--- config.mk ---
export PLATFORM = sky130hd
export DESIGN_NAME = strategy_switch
export DESIGN_NICKNAME = d
export VERILOG_FILES = /design/src/rtl/types_pkg.sv /design/src/rtl/strategy_guard_timer.sv /design/src/rtl/strategy_switch.sv
export SDC_FILE = /design/constraint.sdc
export NUM_CORES = 1
export LEC_CHECK = 0
export CORE_MARGIN = 1
export CORE_UTILIZATION = 50
export CTS_BUF_LIST = sky130_fd_sc_hd__clkbuf_8
export CTS_CLUSTER_DIAMETER = 200
export DETAILED_ROUTE_END_ITERATION = 10
export PLACE_DENSITY_LB_ADDON = 0.2
export SLEW_MARGIN = 25
export SYNTH_ARGS = -nofsm -noshare
export SYNTH_HDL_FRONTEND = slang
export SYNTH_SLANG_ARGS = --single-unit
--- constraint.sdc ---
create_clock -name clock -period 3.77 [get_ports clock]
set_clock_uncertainty 0.15 [all_clocks]
set_input_delay 0.9425 -clock clock [delete_from_list [all_inputs] [get_ports clock]]
set_output_delay 0.9425 -clock clock [all_outputs]
set_load 0.05 [all_outputs]
--- src/rtl/types_pkg.sv ---
// types_pkg: shared strategy output type, strategy ids, switch FSM states and safe output constant
package types_pkg;
  typedef struct packed {
    logic [3:0] hi;
    logic [3:0] lo;
  } output_signals_t;
  typedef enum logic [1:0] {NOP, XOR, INV} strategy_id_t;
  localparam int N_STRATEGIES = 3;
  typedef enum logic [1:0] {RUN, BLANK, ARM} strategy_sw_state_t;
  localparam output_signals_t OUT_SAFE = '0;
endpackage

--- src/rtl/strategy_guard_timer.sv ---
// strategy_guard_timer: loadable down-counter, o_done while the count sits at 1
module strategy_guard_timer #(
  parameter int GUARD_CYCLES = 4
) (
  input  logic clock,
  input  logic reset,
  input  logic i_load,
  input  logic i_en,
  output logic o_done
);
  localparam int CW = $clog2(GUARD_CYCLES + 1);
  logic [CW-1:0] r_cnt;
  always_ff @(posedge clock or negedge reset)
    if (!reset) r_cnt <= '0;
    else if (i_load) r_cnt <= CW'(GUARD_CYCLES);
    else if (i_en && r_cnt != '0) r_cnt <= r_cnt - 1'b1;
  assign o_done = r_cnt == CW'(1);
endmodule

--- src/rtl/strategy_switch.sv ---
// strategy_switch: registered strategy mux with req/ack switching and blanking guard;
// optional STRATEGY_SWITCH_STATS_EN adds saturating switch/reject counters.
module strategy_switch
  import types_pkg::*;
#(
  parameter int N_STRAT      = N_STRATEGIES,
  parameter int SEL_W        = 8,
  parameter int GUARD_CYCLES = 4,
  parameter int DEFAULT_SEL  = 0
) (
  input  logic            clock,
  input  logic            reset,
  input  logic            sel_req,
  input  logic [SEL_W-1:0] sel,
  input  output_signals_t strat_out [N_STRAT],
  output logic [N_STRAT-1:0] strat_en,
  output output_signals_t out,
  output logic [SEL_W-1:0] active_sel,
  output logic            busy,
  output logic            sel_ack,
  output logic            sel_err
`ifdef STRATEGY_SWITCH_STATS_EN
  ,
  output logic [15:0]     switch_cnt,
  output logic [15:0]     reject_cnt
`endif
);
  localparam int IW = N_STRAT > 1 ? $clog2(N_STRAT) : 1;
  strategy_sw_state_t r_state, w_nxt;
  logic [SEL_W-1:0] r_active, r_pend;
  output_signals_t r_out;
  logic r_ack, r_err;
  logic w_done, w_load, w_ack, w_err, w_bad;
  logic [IW-1:0] w_idx;
  logic [N_STRAT-1:0] w_one;
  // full-width compare so out-of-range high bits are rejected, never aliased
  assign w_bad = 32'(sel) >= N_STRAT;
  assign w_idx = r_active[IW-1:0];
  always_comb begin
    w_nxt  = r_state;
    w_load = 1'b0;
    w_ack  = 1'b0;
    w_err  = 1'b0;
    case (r_state)
      RUN: if (sel_req) begin
        if (w_bad) w_err = 1'b1;
        else if (sel == r_active) w_ack = 1'b1;
        else begin
          w_nxt  = BLANK;
          w_load = 1'b1;
        end
      end
      BLANK: begin
        w_err = sel_req;
        w_nxt = w_done ? ARM : BLANK;
      end
      ARM: begin
        w_err = sel_req;
        w_ack = 1'b1;
        w_nxt = RUN;
      end
      default: w_nxt = RUN;
    endcase
  end
  always_comb begin
    w_one = '0;
    w_one[w_idx] = 1'b1;
  end
  always_ff @(posedge clock or negedge reset)
    if (!reset) begin
      r_state  <= RUN;
      r_active <= SEL_W'(DEFAULT_SEL);
      r_pend   <= '0;
      r_out    <= OUT_SAFE;
      r_ack    <= 1'b0;
      r_err    <= 1'b0;
    end else begin
      r_state <= w_nxt;
      r_ack   <= w_ack;
      r_err   <= w_err;
      if (w_load) r_pend <= sel;
      if (w_nxt == ARM) r_active <= r_pend;
      r_out <= (w_nxt == RUN) ? strat_out[w_idx] : OUT_SAFE;
    end
  strategy_guard_timer #(.GUARD_CYCLES(GUARD_CYCLES)) u_guard (
    .clock (clock),
    .reset (reset),
    .i_load(w_load),
    .i_en  (r_state == BLANK),
    .o_done(w_done)
  );
  assign strat_en   = (r_state == BLANK) ? '0 : w_one;
  assign out        = r_out;
  assign active_sel = r_active;
  assign busy       = r_state != RUN;
  assign sel_ack    = r_ack;
  assign sel_err    = r_err;
`ifdef STRATEGY_SWITCH_STATS_EN
  logic [15:0] r_sw, r_rej;
  always_ff @(posedge clock or negedge reset)
    if (!reset) begin
      r_sw  <= '0;
      r_rej <= '0;
    end else begin
      if (r_state == ARM && r_sw != '1) r_sw <= r_sw + 1'b1;
      if (w_err && r_rej != '1) r_rej <= r_rej + 1'b1;
    end
  assign switch_cnt = r_sw;
  assign reject_cnt = r_rej;
`endif
endmodule

### After elaboration in Yosys (flattened, before gate mapping)

Index checks and enable logic that the tools add are counted.
W data, S select, Z words.

* flip-flop bits (word level): 31
* output and inout port bits: 22
* word-level logic and storage cells: 52

* add/subtract/negate cells: 1
* order comparisons: 4
* equality and inequality tests: 5
* muxes and demuxes: 25
* bitwise gates (word level): 1
* reduce and logical (&&, ||, !) cells: 8

Operators with widths (count)
* $mux W8: 3
* $bmux W8 S2: 1
* $mux W1: 10
* $mux W3: 3
* $eq A8 B8 Y1: 1
* $ge A8 B2 Y1 const B: 1
* $mux W2: 4
* $eq A2 B2 Y1 const B: 2
* $logic_not A2 Y1: 2
* $pmux W1 S2: 2
* $pmux W2 S2: 1
* $reduce_bool A2 Y1: 2
* $eq A3 B1 Y1 const B: 1
* $ge A3 B3 Y1 const B: 1
* $lt A2 B3 Y1 const B: 1
* $not A2 Y3: 1
* $reduce_bool A3 Y1: 1
* $sub A3 B1 Y3 const B: 1
* $demux W1 S2: 1
* $eq A2 B1 Y1 const B: 1
* $ge A2 B1 Y1 const B: 1
* $logic_and A1 B1 Y1: 2
* $reduce_or A2 Y1: 1

### Logic depth before layout (Yosys ltp)

Gate-level depths: netlist of the first run.

* depth after elaboration: 7
* gate-level depth with buffers: 9
* gate-level depth less buffers: 6

### Modules after synthesis

A second synthesis of the first run with hierarchy kept.

* cell total of the unflattened synthesis: 180
* area, all modules: 1746.7 um^2

Modules (own cells, without submodules)
* strategy_switch: times used 1, cells each 160, area each 1550.2 um^2, seq. area each 700.7 um^2
* strategy_guard_timer: times used 1, cells each 20, area each 196.4 um^2, seq. area each 75.1 um^2

### Least setup slack after synthesis of the first run

No wires, ideal clock.

* path type: reg-to-output
* start point: register r_active[1], in the netlist active_sel[1]
* end point: output strat_en[2]
* arrival: 2287 ps
* path slack: 390 ps
* stages on the path, launching flop included: 4
* path buffers: 2
* cells stage by stage: dfrtp_1 -> buf_2 -> buf_2 -> nor3b_1

* cells in the longest elaborated chain, start to end: 5

Ends and longest elaborated chain
* from (decl): line strategy_switch.sv:30 `logic [SEL_W-1:0] r_active, r_pend;`
* from (signal assigned): line strategy_switch.sv:72 `r_active <= SEL_W'(DEFAULT_SEL);`
* from (signal assigned): line strategy_switch.sv:82 `if (w_nxt == ARM) r_active <= r_pend;`
* $lt A2 B3 Y1 (not written as such) or $ge A2 B1 Y1 (tied branches): line strategy_switch.sv:67 `w_one[w_idx] = 1'b1;`
* $logic_and A1 B1 Y1 (not written as such): line strategy_switch.sv:67
* $mux W1 (not written as such): line strategy_switch.sv:67
* $demux W1 S2 (*): line strategy_switch.sv:67
* $mux W3 (*): line strategy_switch.sv:92 `assign strat_en = (r_state == BLANK) ? '0 : w_one;`
* to (decl): line strategy_switch.sv:16 `output logic [N_STRAT-1:0] strat_en,`

Every way passes the cells marked *; elsewhere a longest branch is shown, timed or not.

### Final worst setup path of the first run

* start point: register r_state[0]
* end point: output strat_en[1]

* cells in the longest elaborated chain, start to end: 2

Ends and longest elaborated chain
* from (decl): line strategy_switch.sv:29 `strategy_sw_state_t r_state, w_nxt;`
* from (signal assigned): line strategy_switch.sv:78 `r_state <= w_nxt;`
* $eq A2 B1 Y1: line strategy_switch.sv:92
* $mux W3: line strategy_switch.sv:92

No other way between the ends.

==> out/metrics.csv, run 1 <==
metric,value,unit
vias in the first global route,1438,
WL final,4.255,mm
worst ir drop on vdd,0.4226,mV
Yosys cell types,38,
DR vias/cell,5.482,
Internal Pwr Total,0.8920,mW
layout cells sized above 1,8.547,%
Post-CTS Hold Buffers,0,
diode count,0,
synthesized area,1760,sq um
first drt pass iteration count,4,
Static Leak,1.035,nW
Crit Path Category,flip-flop to primary output,
crit share post-route,86.99,%
final-report setup violation count,0,
CTS clock-pin slew for the worst setup and hold paths,0.07,ns
drt wl/cell,15.20,um
dpl hpwl,3.103,mm
sequential share of power,27.1,%
largest area contributor in the netlist,dfrtp_1,
Initial Util,52.34,%
H-tree depth,2,
MaxCap Viol Count,0,
largest net degree at the start of global routing,32,
Clock Power Share,15.1,%
CTS root buffer,clkbuf_8,
antenna violation net count after detailed routing,0,
status,"finished, final reports clean",
Die Y,61.34,um
Post-Syn Nets,220,
Total Nets Final,275,
total track usage,24.93,%
initial antenna violation count,0,
CP Data Required Time,2.68,ns
Switch Pwr,0.8242,mW
Yosys top cell area share,44.07,%
Avg Synthesized Cell Area,9.890,sq um
WP data arrival,2.19,ns
CTS buffer count,5,
Least-Margin Pin Slew,0.7831,ns
Fmax,0.3049,GHz
I/O Buffers,56,
switch share,48.03,%
setup ws final,0.4906,ns
min Tclk post-route,3.279,ns
core area,3363,sq um
HP Class,flip-flop to flip-flop,
synthesized flop and latch total,31,
Resized Gates After CTS,0,
vias,1535,
pre-CTS setup slack,0.5398,ns
Gate power share,57.7,%
Clock Latency Late Sink,0.29,ns
detailed router's first-iteration violation count,46,
Die Wd,61.34,um
P per Cell Area,706.0,nW/um^2
final hold vios,0,
Area Growth Syn to Fin,38.10,%
Slew headroom,47.79,%
Placer Congestion,0.8016,
CTS Buffer Depth,2,
element type at the critical path end,primary output,
die area,3762,sq um
setup TNS,0,ns
Post-Syn Instances,178,
first-pass GRT wire length,6.630,mm
CTS tree,built,
ranking of synthesized cells by area,"dfrtp_1 (44%), ha_1 (5.0%), mux2i_1 (4.5%), xnor2_1 (4.5%), nor3b_1 (3.4%)",
total grt overflow,0,
num ports,57,
# rows,21,
Post-CTS Setup Bufs,0,
RSZ-0062 raised after global routing,no,
final slew viol count,0,
Clock Sinks,31,
Max Fanout on Critical Path,9,
"Seq/Total Area, Yosys",44.07,%
CP Launch Type,flip-flop,
residual DRC count,0,
Syn. warnings,0,
## cells in the mapped netlist (all sizes together)
master / number
mux2i: 8
nor3: 10
o211a: 1
nand2b: 2
a221oi: 6
a21o: 1
a22oi: 1
buf: 10
and3b: 1
a21oi: 8
and2: 7
a211oi: 1
a31oi: 2
a211o: 1
inv: 8
o2111ai: 2
mux2: 3
dfrtp: 31
nor2b: 7
or2: 2
nor3b: 8
o21ai: 11
o211ai: 2
or4: 1
nand4: 2
clkbuf: 3
a22o: 1
nor2: 12
xnor2: 9
nand3: 8
a31o: 1
nand2: 1
ha: 7
## cell type report
type                       instances  area [sq um]
fill                             259         932.1
multi-input combinational        126         880.8
sequential                        31         775.7
timing repair buffer              61         598.1
clock buffer                       5         68.82
tap                               46         57.56
inverter                           8         30.03
clock inverter                     3         20.02
## state kept, by name, summed over array words and instances (netlist names)
signal and cells:
active_sel 8, out 8, r_pend 8, u_guard.r_cnt 3
r_state 2, sel_ack 1, sel_err 1
## cell families after synthesis
logic type                 share of synthesized area [%]
DFF                                                44.07
muxes                                              6.468
and+or+nand+nor                                    19.83
AOI/OAI and AO/OA                                  14.29
buffers and inverters                              5.899
adders and majority gates                          4.975
xor gates and xnor gates                           4.478
## critical path: stages (launching register included)
cell             delay [ns]
dfrtp_1                0.44
ha_1                   0.35
nor3b_1                0.26
clkdlybuf4s50_1        0.84
## cell usage in the layout, fill, tap and decap left out, types with 7 or more instances in the layout
cell type,instances
xnor2_1,9
dfrtp_1,31
inv_1,8
and2_1,7
mux2i_1,8
nor3_1,9
a21oi_1,8
ha_1,7
nor3b_1,8
nand3_1,8
nor2b_1,7
o21ai_0,11
clkdlybuf4s50_1,56
nor2_1,12
## layer usage
metal | routed length (um) | track usage (%)
met1 | 1776 | 30.77
met2 | 2191 | 41.61
met3 | 239 | 6.723
met4 | 48 | 10.16
met5 | 0 | 0
## metrics by stage
step / instances / hold WS [ns] / total power, mW / util (%) / area, sq um
floorplan: 178 / 0.3139 / 1.163 / - / 1760
finish: 280 / 0.3624 / 1.716 / 72.28 / 2431
global placement: 272 / 0.3362 / 1.429 / 69.64 / 2342
global route: 280 / 0.3773 / 1.832 / 72.28 / 2431
detailed placement: 272 / 0.3387 / 1.457 / 69.64 / 2342
CTS: 280 / 0.3606 / 1.720 / 72.28 / 2431
## path summary, 6_finish.rpt
path	from	to	slack, ns	cells past startpoint
min in group asynchronous	reset	sel_err	0.89	2
hold / removal	r_pend[4]	r_pend[4]	0.36	1
max in group asynchronous	reset	r_pend[5]	2.29	2
setup reg to reg	r_state[0]	out[4]	1.18	5
hold reg to reg	r_pend[4]	r_pend[4]	0.36	1
setup / recovery	r_state[0]	strat_en[1]	0.49	3
## power by group through the flow
stage | sequential, mW | combinational (mW) | clock [mW]
2_1_floorplan | 0.616 | 0.547 | 0
3_3_place_gp | 0.469 | 0.960 | 0
3_5_place_dp | 0.472 | 0.985 | 0
4_1_cts | 0.466 | 0.989 | 0.266
5_1_grt | 0.479 | 1.07 | 0.281
6_report | 0.466 | 0.991 | 0.260
No activity file was read; power rests on OpenSTA's default activity.
==> run 2, diff against run 1 <==
- CORE_UTILIZATION: 50 -> 48
- clock period: 3.77 -> 3.55 ns (I/O delays scaled with it)
==> run 2 against run 1 <==
Critical path depth unchanged. Flip-flop and latch count is the same. Non-clock buffer count rose by 1. Largest cell class unchanged. Largest power group unchanged. Register-to-register slack improved by 0.15 ns. First-iteration DRC count up 26%. Core utilization fell by 0.78 points. Global-route usage down 0.38 points. Hold slack got worse by 0.0062 ns.
==> out/metrics.csv, run 2 (same netlist as run 1, synthesis figures left out) <==
metric,value,unit,change
P per Cell Area,760.1,nW/um^2,+7.7%
first drt pass iteration count,4,,unchanged
vias in the first global route,1555,,+8.1%
Hold Startpoint,r_pend[3],,
Placer Congestion,0.8142,,+1.6%
I/O Buffers,56,,unchanged
Die Y,62.56,um,+2.0%
Post-CTS Hold Buffers,0,,unchanged
element type at the critical path end,primary output,,
RSZ-0062 raised after global routing,no,,
final hold vios,0,,unchanged
"most common cell after layout, fill and taps aside",clkdlybuf4s50_1,,
status,"finished, final reports clean",,
DP Cell Count,273,,+0.37%
first-pass GRT wire length,7.438,mm,+12%
initial antenna violation count,0,,unchanged
met1 Usage GRT,31.01,%,+0.24 points
WP data arrival,2.15,ns,-0.04 ns
Slew headroom,63.99,%,+16 points
total track usage,24.56,%,-0.38 points
CP Depth,3,,unchanged
Max Fanout on Critical Path,9,,unchanged
residual DRC count,0,,unchanged
"commonest cells after routing, fill and taps aside","clkdlybuf4s50_1 (56), dfrtp_1 (31), nor2_1 (12), o21ai_0 (11)",,
setup TNS,0,ns,unchanged
Initial Util,51.54,%,-0.81 points
worst ir drop on vdd,0.4768,mV,+13%
Reg2Reg Depth,6,,+1
met3 Use GR,6.387,%,-0.34 points
DR vias/cell,5.548,,+1.2%
largest net degree at the start of global routing,32,,unchanged
num ports,57,,unchanged
grt met2 use,40.08,%,-1.5 points
CTS root buffer,clkbuf_8,,
Total Nets Final,276,,+0.36%
cells along the critical path,ha_1 -> nor3b_1 -> clkdlybuf4s50_1,,
Least-Margin Pin Slew,0.5390,ns,-0.2441 ns
layout cells sized above 1,8.936,%,+0.39 points
WL final,4.312,mm,+1.3%
Clock Sinks,31,,unchanged
final slew viol count,0,,unchanged
reg2reg end,out[1],,
pre-CTS setup slack,0.5477,ns,+0.007885 ns
hold slack,0.3563,ns,-0.006182 ns
design area,2442,sq um,+0.46%
MaxCap Viol Count,0,,unchanged
Clock Latency Late Sink,0.29,ns,about the same
crit share post-route,89.84,%,
Final Instance Count excl. Fillers,281,,+0.36%
Crit. Startpoint,r_state[0],,
core area,3416,sq um,+1.6%
grt peak-use layer,met2,,
CTS clock-pin slew for the worst setup and hold paths,0.07,ns,about the same
CTS Buffer Depth,2,,unchanged
cell family with most CP delay,buffers and inverters,,
Die Wd,62.56,um,+2.0%
slowest CP cell,clkdlybuf4s50_1,,
CP bufs+invs,1,,unchanged
total grt overflow,0,,unchanged
hold-critical path depth,1,,unchanged
Crit Path Category,flip-flop to primary output,,
setup ws final,0.3605,ns,-0.1301 ns
CP Launch Type,flip-flop,,
H-tree depth,2,,unchanged
die area,3914,sq um,+4.0%
drt wl/cell,15.35,um,+0.98%
Fmax,0.3135,GHz,
antenna violation net count after detailed routing,0,,unchanged
worst setup path endpoint,strat_en[2],,
RR Startpoint,r_state[0],,
Post-CTS Setup Bufs,0,,unchanged
detailed router's first-iteration violation count,58,,+26%
min Tclk post-route,3.189,ns,
Static Leak,1.040,nW,+0.53%
Area Growth Syn to Fin,38.73,%,
diode count,0,,unchanged
max incr delay on CP,0.84,ns,about the same
CP Data Required Time,2.51,ns,-0.17 ns
HP Class,flip-flop to flip-flop,,
CTS tree,built,,
# rows,21,,unchanged
"Cell Area, Placed",2350,sq um,+0.32%
Resized Gates After CTS,0,,unchanged
CTS buffer count,5,,unchanged
vias,1559,,+1.6%
final-report setup violation count,0,,unchanged
reg2reg setup slack,1.33,ns,+0.15 ns
dpl hpwl,3.188,mm,+2.7%
[run 2: changes by cell type in the layout (fill, tap and decap cells not counted), sizes merged]
cell / change
buf: +1
inv: +1
clkinv: -1
[run 2: final cells by class]
type / instances / area (sq um)
repair buffers: 62 / 605.6
clock buffers: 5 / 68.82
multi-input cells: 126 / 880.8
clock inverters: 3 / 23.77
flip-flops and latches: 31 / 775.7
well taps: 46 / 57.56
fillers: 268 / 973.4
inverters: 8 / 30.03
[run 2: worst min-delay path by stage]
stage / to / slack [ns]
2_1_floorplan: r_pend[2] / 0.31
3_3_place_gp: r_pend[2] / 0.34
3_5_place_dp: r_pend[5] / 0.34
4_1_cts: r_pend[3] / 0.36
5_1_grt: r_pend[4] / 0.38
6_report: r_pend[3] / 0.36
[run 2: per-stage QoR]
stage,power (mW),util [%]
4_1_cts,1.866,71.50
3_5_place_dp,1.573,68.79
3_3_place_gp,1.536,68.79
6_report,1.857,71.50
2_1_floorplan,1.235,-
5_1_grt,1.981,71.50
[run 2: routing by layer]
metal / routed length [um] / part of all wire (%) / vias to the layer above
met4: 111 / 2.6 / 0
met3: 192 / 4.5 / 13
met5: 0 / 0 / -
met2: 2197 / 51 / 43
met1: 1811 / 42 / 759
li1: - / - / 744
[run 2: report_power, final]
| group | switching (mW) | internal (mW) | total [mW] |
|---|---|---|---|
| registers | 0.0560 | 0.438 | 0.494 |
| clock network | 0.148 | 0.140 | 0.288 |
| logic | 0.687 | 0.388 | 1.08 |
